### config.mk
export PLATFORM = sky130hd
export DESIGN_NAME = multicycle_controller
export DESIGN_NICKNAME = d
export VERILOG_FILES = /design/src/rtl/arm_ctrl_pkg.sv /design/src/rtl/multicycle_controller_cond_check.sv /design/src/rtl/multicycle_controller.sv
export SDC_FILE = /design/constraint.sdc
export NUM_CORES = 1
export LEC_CHECK = 0
export CAP_MARGIN = 20
export CORE_MARGIN = 2
export CORE_UTILIZATION = 37
export CTS_BUF_LIST = sky130_fd_sc_hd__clkbuf_4 sky130_fd_sc_hd__clkbuf_8 sky130_fd_sc_hd__clkbuf_16
export CTS_CLUSTER_DIAMETER = 50
export DETAILED_ROUTE_END_ITERATION = 8
export PLACE_DENSITY = 0.77
export SETUP_SLACK_MARGIN = 0.02
export SYNTH_ARGS = -nofsm -noshare
export SYNTH_HDL_FRONTEND = slang
export SYNTH_SLANG_ARGS = --single-unit
### constraint.sdc
create_clock -name clk -period 1.85 [get_ports clk]
set_input_delay 0.37 -clock clk [delete_from_list [all_inputs] [get_ports clk]]
set_output_delay 0.37 -clock clk [all_outputs]
set_load 0.01 [all_outputs]
### src/rtl/arm_ctrl_pkg.sv
// Shared encodings for the multicycle ARM-subset controller: FSM states,
// instruction field codes, datapath select constants and decode helpers.
package arm_ctrl_pkg;

  localparam logic [3:0] S_FETCH  = 4'd0;
  localparam logic [3:0] S_DECODE = 4'd1;
  localparam logic [3:0] S_MEMADR = 4'd2;
  localparam logic [3:0] S_MEMRD  = 4'd3;
  localparam logic [3:0] S_MEMWB  = 4'd4;
  localparam logic [3:0] S_MEMWR  = 4'd5;
  localparam logic [3:0] S_EXECR  = 4'd6;
  localparam logic [3:0] S_EXECI  = 4'd7;
  localparam logic [3:0] S_ALUWB  = 4'd8;
  localparam logic [3:0] S_BRANCH = 4'd9;

  localparam logic [1:0] OP_DP  = 2'b00;
  localparam logic [1:0] OP_MEM = 2'b01;
  localparam logic [1:0] OP_BR  = 2'b10;

  localparam logic [3:0] CMD_AND = 4'b0000;
  localparam logic [3:0] CMD_SUB = 4'b0010;
  localparam logic [3:0] CMD_ADD = 4'b0100;
  localparam logic [3:0] CMD_CMP = 4'b1010;
  localparam logic [3:0] CMD_ORR = 4'b1100;
  localparam logic [3:0] CMD_MOV = 4'b1101;

  localparam logic [3:0] COND_EQ = 4'b0000;
  localparam logic [3:0] COND_NE = 4'b0001;
  localparam logic [3:0] COND_CS = 4'b0010;
  localparam logic [3:0] COND_CC = 4'b0011;
  localparam logic [3:0] COND_MI = 4'b0100;
  localparam logic [3:0] COND_PL = 4'b0101;
  localparam logic [3:0] COND_VS = 4'b0110;
  localparam logic [3:0] COND_VC = 4'b0111;
  localparam logic [3:0] COND_HI = 4'b1000;
  localparam logic [3:0] COND_LS = 4'b1001;
  localparam logic [3:0] COND_GE = 4'b1010;
  localparam logic [3:0] COND_LT = 4'b1011;
  localparam logic [3:0] COND_GT = 4'b1100;
  localparam logic [3:0] COND_LE = 4'b1101;
  localparam logic [3:0] COND_AL = 4'b1110;

  localparam logic [2:0] ALU_ADD = 3'b000;
  localparam logic [2:0] ALU_SUB = 3'b001;
  localparam logic [2:0] ALU_AND = 3'b010;
  localparam logic [2:0] ALU_ORR = 3'b011;
  localparam logic [2:0] ALU_MOV = 3'b100;

  localparam logic [1:0] SRCB_REG  = 2'b00;
  localparam logic [1:0] SRCB_IMM  = 2'b01;
  localparam logic [1:0] SRCB_FOUR = 2'b10;

  localparam logic [1:0] RES_ALUOUT = 2'b00;
  localparam logic [1:0] RES_DATA   = 2'b01;
  localparam logic [1:0] RES_ALU    = 2'b10;

  localparam logic [1:0] IMM_DP  = 2'b00;
  localparam logic [1:0] IMM_MEM = 2'b01;
  localparam logic [1:0] IMM_BR  = 2'b10;

  typedef struct packed {
    logic [3:0] cond;
    logic [1:0] op;
    logic       i;
    logic [3:0] cmd;
    logic       s;
    logic       u;
    logic       l;
    logic [3:0] rd;
  } dec_t;

  function automatic logic cmd_supported(input logic [3:0] cmd);
    return (cmd == CMD_ADD) || (cmd == CMD_SUB) || (cmd == CMD_CMP) ||
           (cmd == CMD_AND) || (cmd == CMD_ORR) || (cmd == CMD_MOV);
  endfunction

  // Only the arithmetic ops produce meaningful carry/overflow.
  function automatic logic cmd_is_arith(input logic [3:0] cmd);
    return (cmd == CMD_ADD) || (cmd == CMD_SUB) || (cmd == CMD_CMP);
  endfunction

  function automatic logic [2:0] alu_of_cmd(input logic [3:0] cmd);
    logic [2:0] alu;
    case (cmd)
      CMD_ADD: alu = ALU_ADD;
      CMD_SUB: alu = ALU_SUB;
      CMD_CMP: alu = ALU_SUB;
      CMD_AND: alu = ALU_AND;
      CMD_ORR: alu = ALU_ORR;
      CMD_MOV: alu = ALU_MOV;
      default: alu = ALU_ADD;
    endcase
    return alu;
  endfunction

  function automatic logic [1:0] imm_of_op(input logic [1:0] op);
    logic [1:0] imm;
    case (op)
      OP_MEM:  imm = IMM_MEM;
      OP_BR:   imm = IMM_BR;
      default: imm = IMM_DP;
    endcase
    return imm;
  endfunction

endpackage

### src/rtl/multicycle_controller_cond_check.sv
// Combinational ARM condition-code evaluation against the NZCV register.
// cond = 1111 (NV) always evaluates as not executed.
module cond_check
  import arm_ctrl_pkg::*;
(
  input  logic [3:0] i_cond,
  input  logic [3:0] i_flags,
  output logic       o_cond_ex
);

  logic w_n, w_z, w_c, w_v, w_ge;

  assign w_n  = i_flags[3];
  assign w_z  = i_flags[2];
  assign w_c  = i_flags[1];
  assign w_v  = i_flags[0];
  assign w_ge = (w_n == w_v);

  always_comb begin
    o_cond_ex = 1'b0;
    case (i_cond)
      COND_EQ: o_cond_ex = w_z;
      COND_NE: o_cond_ex = ~w_z;
      COND_CS: o_cond_ex = w_c;
      COND_CC: o_cond_ex = ~w_c;
      COND_MI: o_cond_ex = w_n;
      COND_PL: o_cond_ex = ~w_n;
      COND_VS: o_cond_ex = w_v;
      COND_VC: o_cond_ex = ~w_v;
      COND_HI: o_cond_ex = w_c & ~w_z;
      COND_LS: o_cond_ex = ~w_c | w_z;
      COND_GE: o_cond_ex = w_ge;
      COND_LT: o_cond_ex = ~w_ge;
      COND_GT: o_cond_ex = ~w_z & w_ge;
      COND_LE: o_cond_ex = w_z | ~w_ge;
      COND_AL: o_cond_ex = 1'b1;
      default: o_cond_ex = 1'b0;
    endcase
  end

endmodule

### src/rtl/multicycle_controller.sv
// Multicycle ARM-subset sequencing FSM: decodes the latched instruction and
// drives all datapath selects/enables. Optional MEM_WAIT_EN adds mem_ready stalls.
//
// state  | meaning
// FETCH  | read instruction at PC, PC <= PC+4
// DECODE | read registers, evaluate condition, dispatch
// MEMADR | compute load/store address
// MEMRD  | read data memory
// MEMWB  | write loaded word to Rd
// MEMWR  | write store data to memory
// EXECR  | ALU op with register operand
// EXECI  | ALU op with immediate operand
// ALUWB  | write ALU result to Rd
// BRANCH | PC <= PC+8+imm24
module multicycle_controller
  import arm_ctrl_pkg::*;
#(
  parameter int INSTR_W   = 32,
  parameter int ALUCTRL_W = 3
) (
  input  logic                 clk,
  input  logic                 reset,
  input  logic [INSTR_W-1:0]   inst,
  input  logic [3:0]           ALUFlags,
  input  logic                 mem_ready,
  output logic                 PCWrite,
  output logic                 IRWrite,
  output logic                 MemWrite,
  output logic                 RegWrite,
  output logic                 AdrSrc,
  output logic                 ALUSrcA,
  output logic [1:0]           ALUSrcB,
  output logic [1:0]           ResultSrc,
  output logic [1:0]           ImmSrc,
  output logic [1:0]           RegSrc,
  output logic [ALUCTRL_W-1:0] ALUControl,
  output logic [3:0]           flags,
  output logic [3:0]           state
);

  logic [3:0] r_state;
  logic [3:0] r_flags;
  logic [3:0] w_next;
  dec_t       w_dec;
  logic       w_cond_ex;
  logic       w_supported;
  logic       w_mem_go;
  logic       w_flag_load;
  logic       w_rd_pc;
  logic [2:0] w_alu;
  logic       w_unused;

  assign w_dec.cond = inst[31:28];
  assign w_dec.op   = inst[27:26];
  assign w_dec.i    = inst[25];
  assign w_dec.cmd  = inst[24:21];
  assign w_dec.s    = inst[20];
  assign w_dec.u    = inst[23];
  assign w_dec.l    = inst[20];
  assign w_dec.rd   = inst[15:12];

  // Register/immediate operand fields are consumed by the datapath, not here.
  assign w_unused = ^{inst[19:16], inst[11:0], mem_ready};

`ifdef MEM_WAIT_EN
  assign w_mem_go = mem_ready;
`else
  assign w_mem_go = 1'b1;
`endif

  cond_check u_cond_check (
    .i_cond    (w_dec.cond),
    .i_flags   (r_flags),
    .o_cond_ex (w_cond_ex)
  );

  assign w_supported = (w_dec.op == OP_MEM) || (w_dec.op == OP_BR) ||
                       ((w_dec.op == OP_DP) && cmd_supported(w_dec.cmd));

  assign w_rd_pc = (w_dec.rd == 4'hF);

  always_comb begin
    w_next = S_FETCH;
    case (r_state)
      S_FETCH:  w_next = w_mem_go ? S_DECODE : S_FETCH;
      S_DECODE: begin
        if (!w_cond_ex || !w_supported) begin
          w_next = S_FETCH;
        end else begin
          case (w_dec.op)
            OP_MEM:  w_next = S_MEMADR;
            OP_BR:   w_next = S_BRANCH;
            OP_DP:   w_next = w_dec.i ? S_EXECI : S_EXECR;
            default: w_next = S_FETCH;
          endcase
        end
      end
      S_MEMADR: w_next = w_dec.l ? S_MEMRD : S_MEMWR;
      S_MEMRD:  w_next = w_mem_go ? S_MEMWB : S_MEMRD;
      S_MEMWB:  w_next = S_FETCH;
      S_MEMWR:  w_next = w_mem_go ? S_FETCH : S_MEMWR;
      S_EXECR:  w_next = S_ALUWB;
      S_EXECI:  w_next = S_ALUWB;
      S_ALUWB:  w_next = S_FETCH;
      S_BRANCH: w_next = S_FETCH;
      default:  w_next = S_FETCH;
    endcase
  end

  assign w_flag_load = ((r_state == S_EXECR) || (r_state == S_EXECI)) &&
                       (w_dec.s || (w_dec.cmd == CMD_CMP));

  always_ff @(posedge clk) begin
    if (reset) begin
      r_state <= S_FETCH;
      r_flags <= 4'b0000;
    end else begin
      r_state <= w_next;
      if (w_flag_load) begin
        r_flags[3:2] <= ALUFlags[3:2];
        if (cmd_is_arith(w_dec.cmd)) begin
          r_flags[1:0] <= ALUFlags[1:0];
        end
      end
    end
  end

  // Outputs are Moore-decoded from state and the latched instruction; reset forces all low.
  always_comb begin
    PCWrite   = 1'b0;
    IRWrite   = 1'b0;
    MemWrite  = 1'b0;
    RegWrite  = 1'b0;
    AdrSrc    = 1'b0;
    ALUSrcA   = 1'b0;
    ALUSrcB   = SRCB_REG;
    ResultSrc = RES_ALUOUT;
    ImmSrc    = IMM_DP;
    RegSrc    = 2'b00;
    w_alu     = ALU_ADD;
    if (!reset) begin
      case (r_state)
        S_FETCH: begin
          IRWrite   = w_mem_go;
          PCWrite   = w_mem_go;
          ALUSrcA   = 1'b1;
          ALUSrcB   = SRCB_FOUR;
          ResultSrc = RES_ALU;
        end
        S_DECODE: begin
          ALUSrcA = 1'b1;
          ALUSrcB = SRCB_FOUR;
          ImmSrc  = imm_of_op(w_dec.op);
        end
        S_MEMADR: begin
          ALUSrcB = SRCB_IMM;
          ImmSrc  = IMM_MEM;
          w_alu   = w_dec.u ? ALU_ADD : ALU_SUB;
        end
        S_MEMRD: AdrSrc = 1'b1;
        S_MEMWB: begin
          ResultSrc = RES_DATA;
          RegWrite  = 1'b1;
          PCWrite   = w_rd_pc;
        end
        S_MEMWR: begin
          AdrSrc   = 1'b1;
          MemWrite = 1'b1;
          RegSrc   = 2'b10;
        end
        S_EXECR: begin
          ALUSrcB = SRCB_REG;
          w_alu   = alu_of_cmd(w_dec.cmd);
        end
        S_EXECI: begin
          ALUSrcB = SRCB_IMM;
          ImmSrc  = IMM_DP;
          w_alu   = alu_of_cmd(w_dec.cmd);
        end
        S_ALUWB: begin
          ResultSrc = RES_ALUOUT;
          RegWrite  = (w_dec.cmd != CMD_CMP);
          PCWrite   = (w_dec.cmd != CMD_CMP) && w_rd_pc;
        end
        S_BRANCH: begin
          RegSrc    = 2'b01;
          ALUSrcB   = SRCB_IMM;
          ImmSrc    = IMM_BR;
          ResultSrc = RES_ALU;
          PCWrite   = 1'b1;
        end
        default: ;
      endcase
    end
  end

  assign ALUControl = ALUCTRL_W'(w_alu);
  assign flags      = r_flags;
  assign state      = r_state;

endmodule

==> impl_metrics.env <==
export IMPL_status="completed"
export IMPL_clockRootBuffer="clkbuf_4"
export IMPL_post_route_period_util_pct=99.8
export IMPL_gp_congestion=0.825
export IMPL_power_leakage_nw=0.828
export IMPL_cpLargestDelayFamily="simple AND/OR/NAND/NOR gates"
export IMPL_critPathMaxStageDelay_ns=0.24
export IMPL_die_x_um=56.4
export IMPL_num_fill_cells=200
export IMPL_synth_async_reset_ratio_pct=0
export IMPL_initial_core_util_pct=37.9
export IMPL_crit_buf_inv=2
export IMPL_yosysWarnings=0
export IMPL_synth_area_leaders="dfxtp_1 (16%), nor2_1 (6.6%), ha_1 (6.2%), mux2i_1 (4.9%), xor2_1 (4.3%)"
export IMPL_seq_area_frac_synth_pct=15.7
export IMPL_worstReg2RegStart="flags[3]"
export IMPL_reg2reg_depth=5
export IMPL_drt_iter0_drc=50
export IMPL_intPower_mw=0.398
export IMPL_max_freq_ghz=0.542
export IMPL_drt_pass1_iter_count=4
export IMPL_numCtsBuffers=3
export IMPL_power_share_clock_pct=21.2
export IMPL_dr_total_vias=1338
export IMPL_gr_total_overflow=0
export IMPL_path_depth=7
export IMPL_critical_path_class="in2out"
export IMPL_power_share_switching_pct=32.1
export IMPL_synth_seq_cells=8
export IMPL_tns_ns=0
export IMPL_dpl_worst_slack_ns=-0.645
export IMPL_antenna_diode_count=0
export IMPL_yosysTopAreaCell="dfxtp_1"
export IMPL_fp_dieH_um=56.4
export IMPL_fin_cells=249
export IMPL_syn_nets=183
export IMPL_maxCapViolCount=0
export IMPL_r2r_setup_slack_ns=0.28
export IMPL_sequentialPowerShare_pct=30.9
export IMPL_cts_hold_buffers=0
export IMPL_ys_types=48
export IMPL_final_hold_viol_count=0
export IMPL_hp_class="reg2reg"
export IMPL_gr_usage_all_layers_pct=21.2
export IMPL_dieArea_mm2=0.00318
export IMPL_ant_nets=0
export IMPL_crit_fanout=2
export IMPL_syn_avg_cell_area_um2=7.32
export IMPL_route_detailed_wl_per_inst_um=14.2
export IMPL_path_clk_slew_ns=0.05
export IMPL_netlist_area_mm2=0.00102
export IMPL_routed_wl_um=3540
export IMPL_synth_edf_count=0
export IMPL_required_ns=1.48
export IMPL_htree_levels=1
export IMPL_cts_path_max_buffers=2
export IMPL_maxSlewViolCount=0
export IMPL_path_cells="dlygate4sd2_1, nand2b_4, nor3b_4, o21ai_2, nor4b_4, a21o_1, buf_2"
export IMPL_syn_to_final_growth_pct=78.7
export IMPL_via_per_inst=5.37
export IMPL_period_minus_slack_ns=1.85
export IMPL_seqCellArea_um2=168
export IMPL_r2r_end="state[2]"
export IMPL_grt_pass1_wl_um=5500
export IMPL_crit_end="PCWrite"
export IMPL_dp_hpwl_um=2700
export IMPL_hp_start="flags[1]"
export IMPL_insertion_delay_ns=0.24
export IMPL_worstMarginPinSlew_ns=0.425
export IMPL_slowest_stage="dlygate4sd2_1"
export IMPL_grt_pass1_vias=1278
export IMPL_crit_arrival_ns=1.48
export IMPL_synthCells=139
export IMPL_p_comb_share_pct=47.8
export IMPL_io_buffer_count=46
export IMPL_rsz0062_at_grt="yes"
export IMPL_setup_viol=0
export IMPL_multi_input_area_um2=862
export IMPL_final_core_utilization_pct=67.7
export IMPL_startpoint_type="input port"
export IMPL_dp_cells=245
export IMPL_yosys_most_used_dff="dfxtp_1"
export IMPL_fin_ws_ns=0.00430
export IMPL_synth_top_cell_area_share_pct=15.7
export IMPL_rows=19
export IMPL_ioPinCount=64
export IMPL_crit_path_start="inst[23]"
export IMPL_ir_worst_vdd_v=0.000256
export IMPL_power_density_mw_per_mm2=323
export IMPL_slew_headroom_pct=71.5
export IMPL_drc=0
export IMPL_antenna_found_initial=0
export IMPL_skew_ns=0.00102
export IMPL_switchingPower_mw=0.188
export IMPL_cts_sink_count=8
export IMPL_drive_gt1_share_pct=39.9
export IMPL_core_area_mm2=0.00269
export IMPL_nets=264
export IMPL_grt_max_degree=10
export IMPL_end_kind="output pin"
export IMPL_cts_tree="yes"
==> cell type report <==
cell class | count | area share (%)
flip-flops and latches | 8 | 9.22
well taps | 31 | 2.13
repair buffers | 87 | 38.7
clock buffers | 3 | 1.24
multi-input cells | 114 | 47.4
inverters | 6 | 1.24
==> cells in the mapped netlist, types with 2 or more instances <==
library cell,n
nor2_1,18
dfxtp_1,8
nor3_1,8
nand3_1,7
buf_2,6
inv_1,6
nand2_1,6
ha_1,5
mux2i_1,5
nand2b_1,5
o21ai_0,5
xor2_1,5
a31oi_1,4
nor2b_1,4
clkbuf_1,3
nor4_1,3
o21ai_1,3
a21oi_1,2
a21oi_2,2
nand3b_1,2
or2_1,2
or3_1,2
or3b_1,2
xnor2_1,2
==> placed cells by master (no fill, tap or decap), drive strengths merged, types with 6 or more instances in the layout <==
| master | n |
|---|---|
| nand2 | 6 |
| clkbuf | 11 |
| dlygate4sd2 | 9 |
| dfxtp | 8 |
| nor3 | 8 |
| o21ai | 8 |
| clkdlybuf4s50 | 20 |
| nor2 | 18 |
| buf | 46 |
| inv | 6 |
| nand3 | 7 |
==> worst reg2reg max path, cell delays in order (launching register included) <==
cell and delay (ns):
dfxtp_1 0.46, xor2_1 0.17, o22ai_1 0.09, xor2_1 0.18, a2111oi_4 0.41, o21ai_1 0.13
==> through the flow <==
| step | cell area [um^2] | power, mW | hold slack, ns |
|---|---|---|---|
| 2_1_floorplan | 1020 | 0.303 | 0.514 |
| 3_3_place_gp | 1760 | 0.451 | 0.557 |
| 3_5_place_dp | 1760 | 0.460 | 0.566 |
| 4_1_cts | 1800 | 0.583 | 0.582 |
| 5_1_grt | 1820 | 0.619 | 0.625 |
| 6_report | 1820 | 0.587 | 0.578 |
==> how the worst min path moves through the flow <==
stage               endpoint  cells after the start
floorplan           flags[0]                      2
CTS                 flags[1]                      2
global route        flags[1]                      2
detailed placement  flags[1]                      2
global placement    flags[1]                      2
finish              flags[1]                      2
==> flip-flops by register name, indices dropped and copies added, names as in the netlist <==
name / count
flags: 4
state: 4
==> kinds of logic (layout without fill, tap and decap cells) <==
group	Yosys count	after routing	synth area share, %
AND/OR/NAND/NOR	67	67	35.9
AO/OA/AOI/OAI	30	30	23.7
buffers and inverters	17	96	7.50
flip-flops	8	8	15.7
XOR/XNOR	7	7	6.03
adder cells (fa/ha/maj)	5	5	6.15
multiplexers	5	5	4.92
==> what timing repair did <==
item | in CTS | in global routing
setup buffers | 0 | 1
endpoints found under the setup margin | 21 | 18
pin swaps | 9 | 9
gates resized for setup | 64 | 31
==> power by group through the flow <==
stage                     combinational, mW  clock (mW)  sequential [mW]
final                                 0.281       0.125            0.181
after global routing                  0.302       0.136            0.182
after CTS                             0.272       0.129            0.182
after detailed placement              0.275           0            0.185
after global placement                0.266           0            0.185
after floorplan                       0.120           0            0.183
==> per-layer routing <==
layer	up-vias	part of all wire, %	global-route usage (%)
met1	623	40	23.2
met5	-	0	0
met4	0	1.0	8.84
li1	662	-	-
met3	6	4.8	2.07
met2	47	54	40.5
No activity file was read; power rests on OpenSTA's default activity.
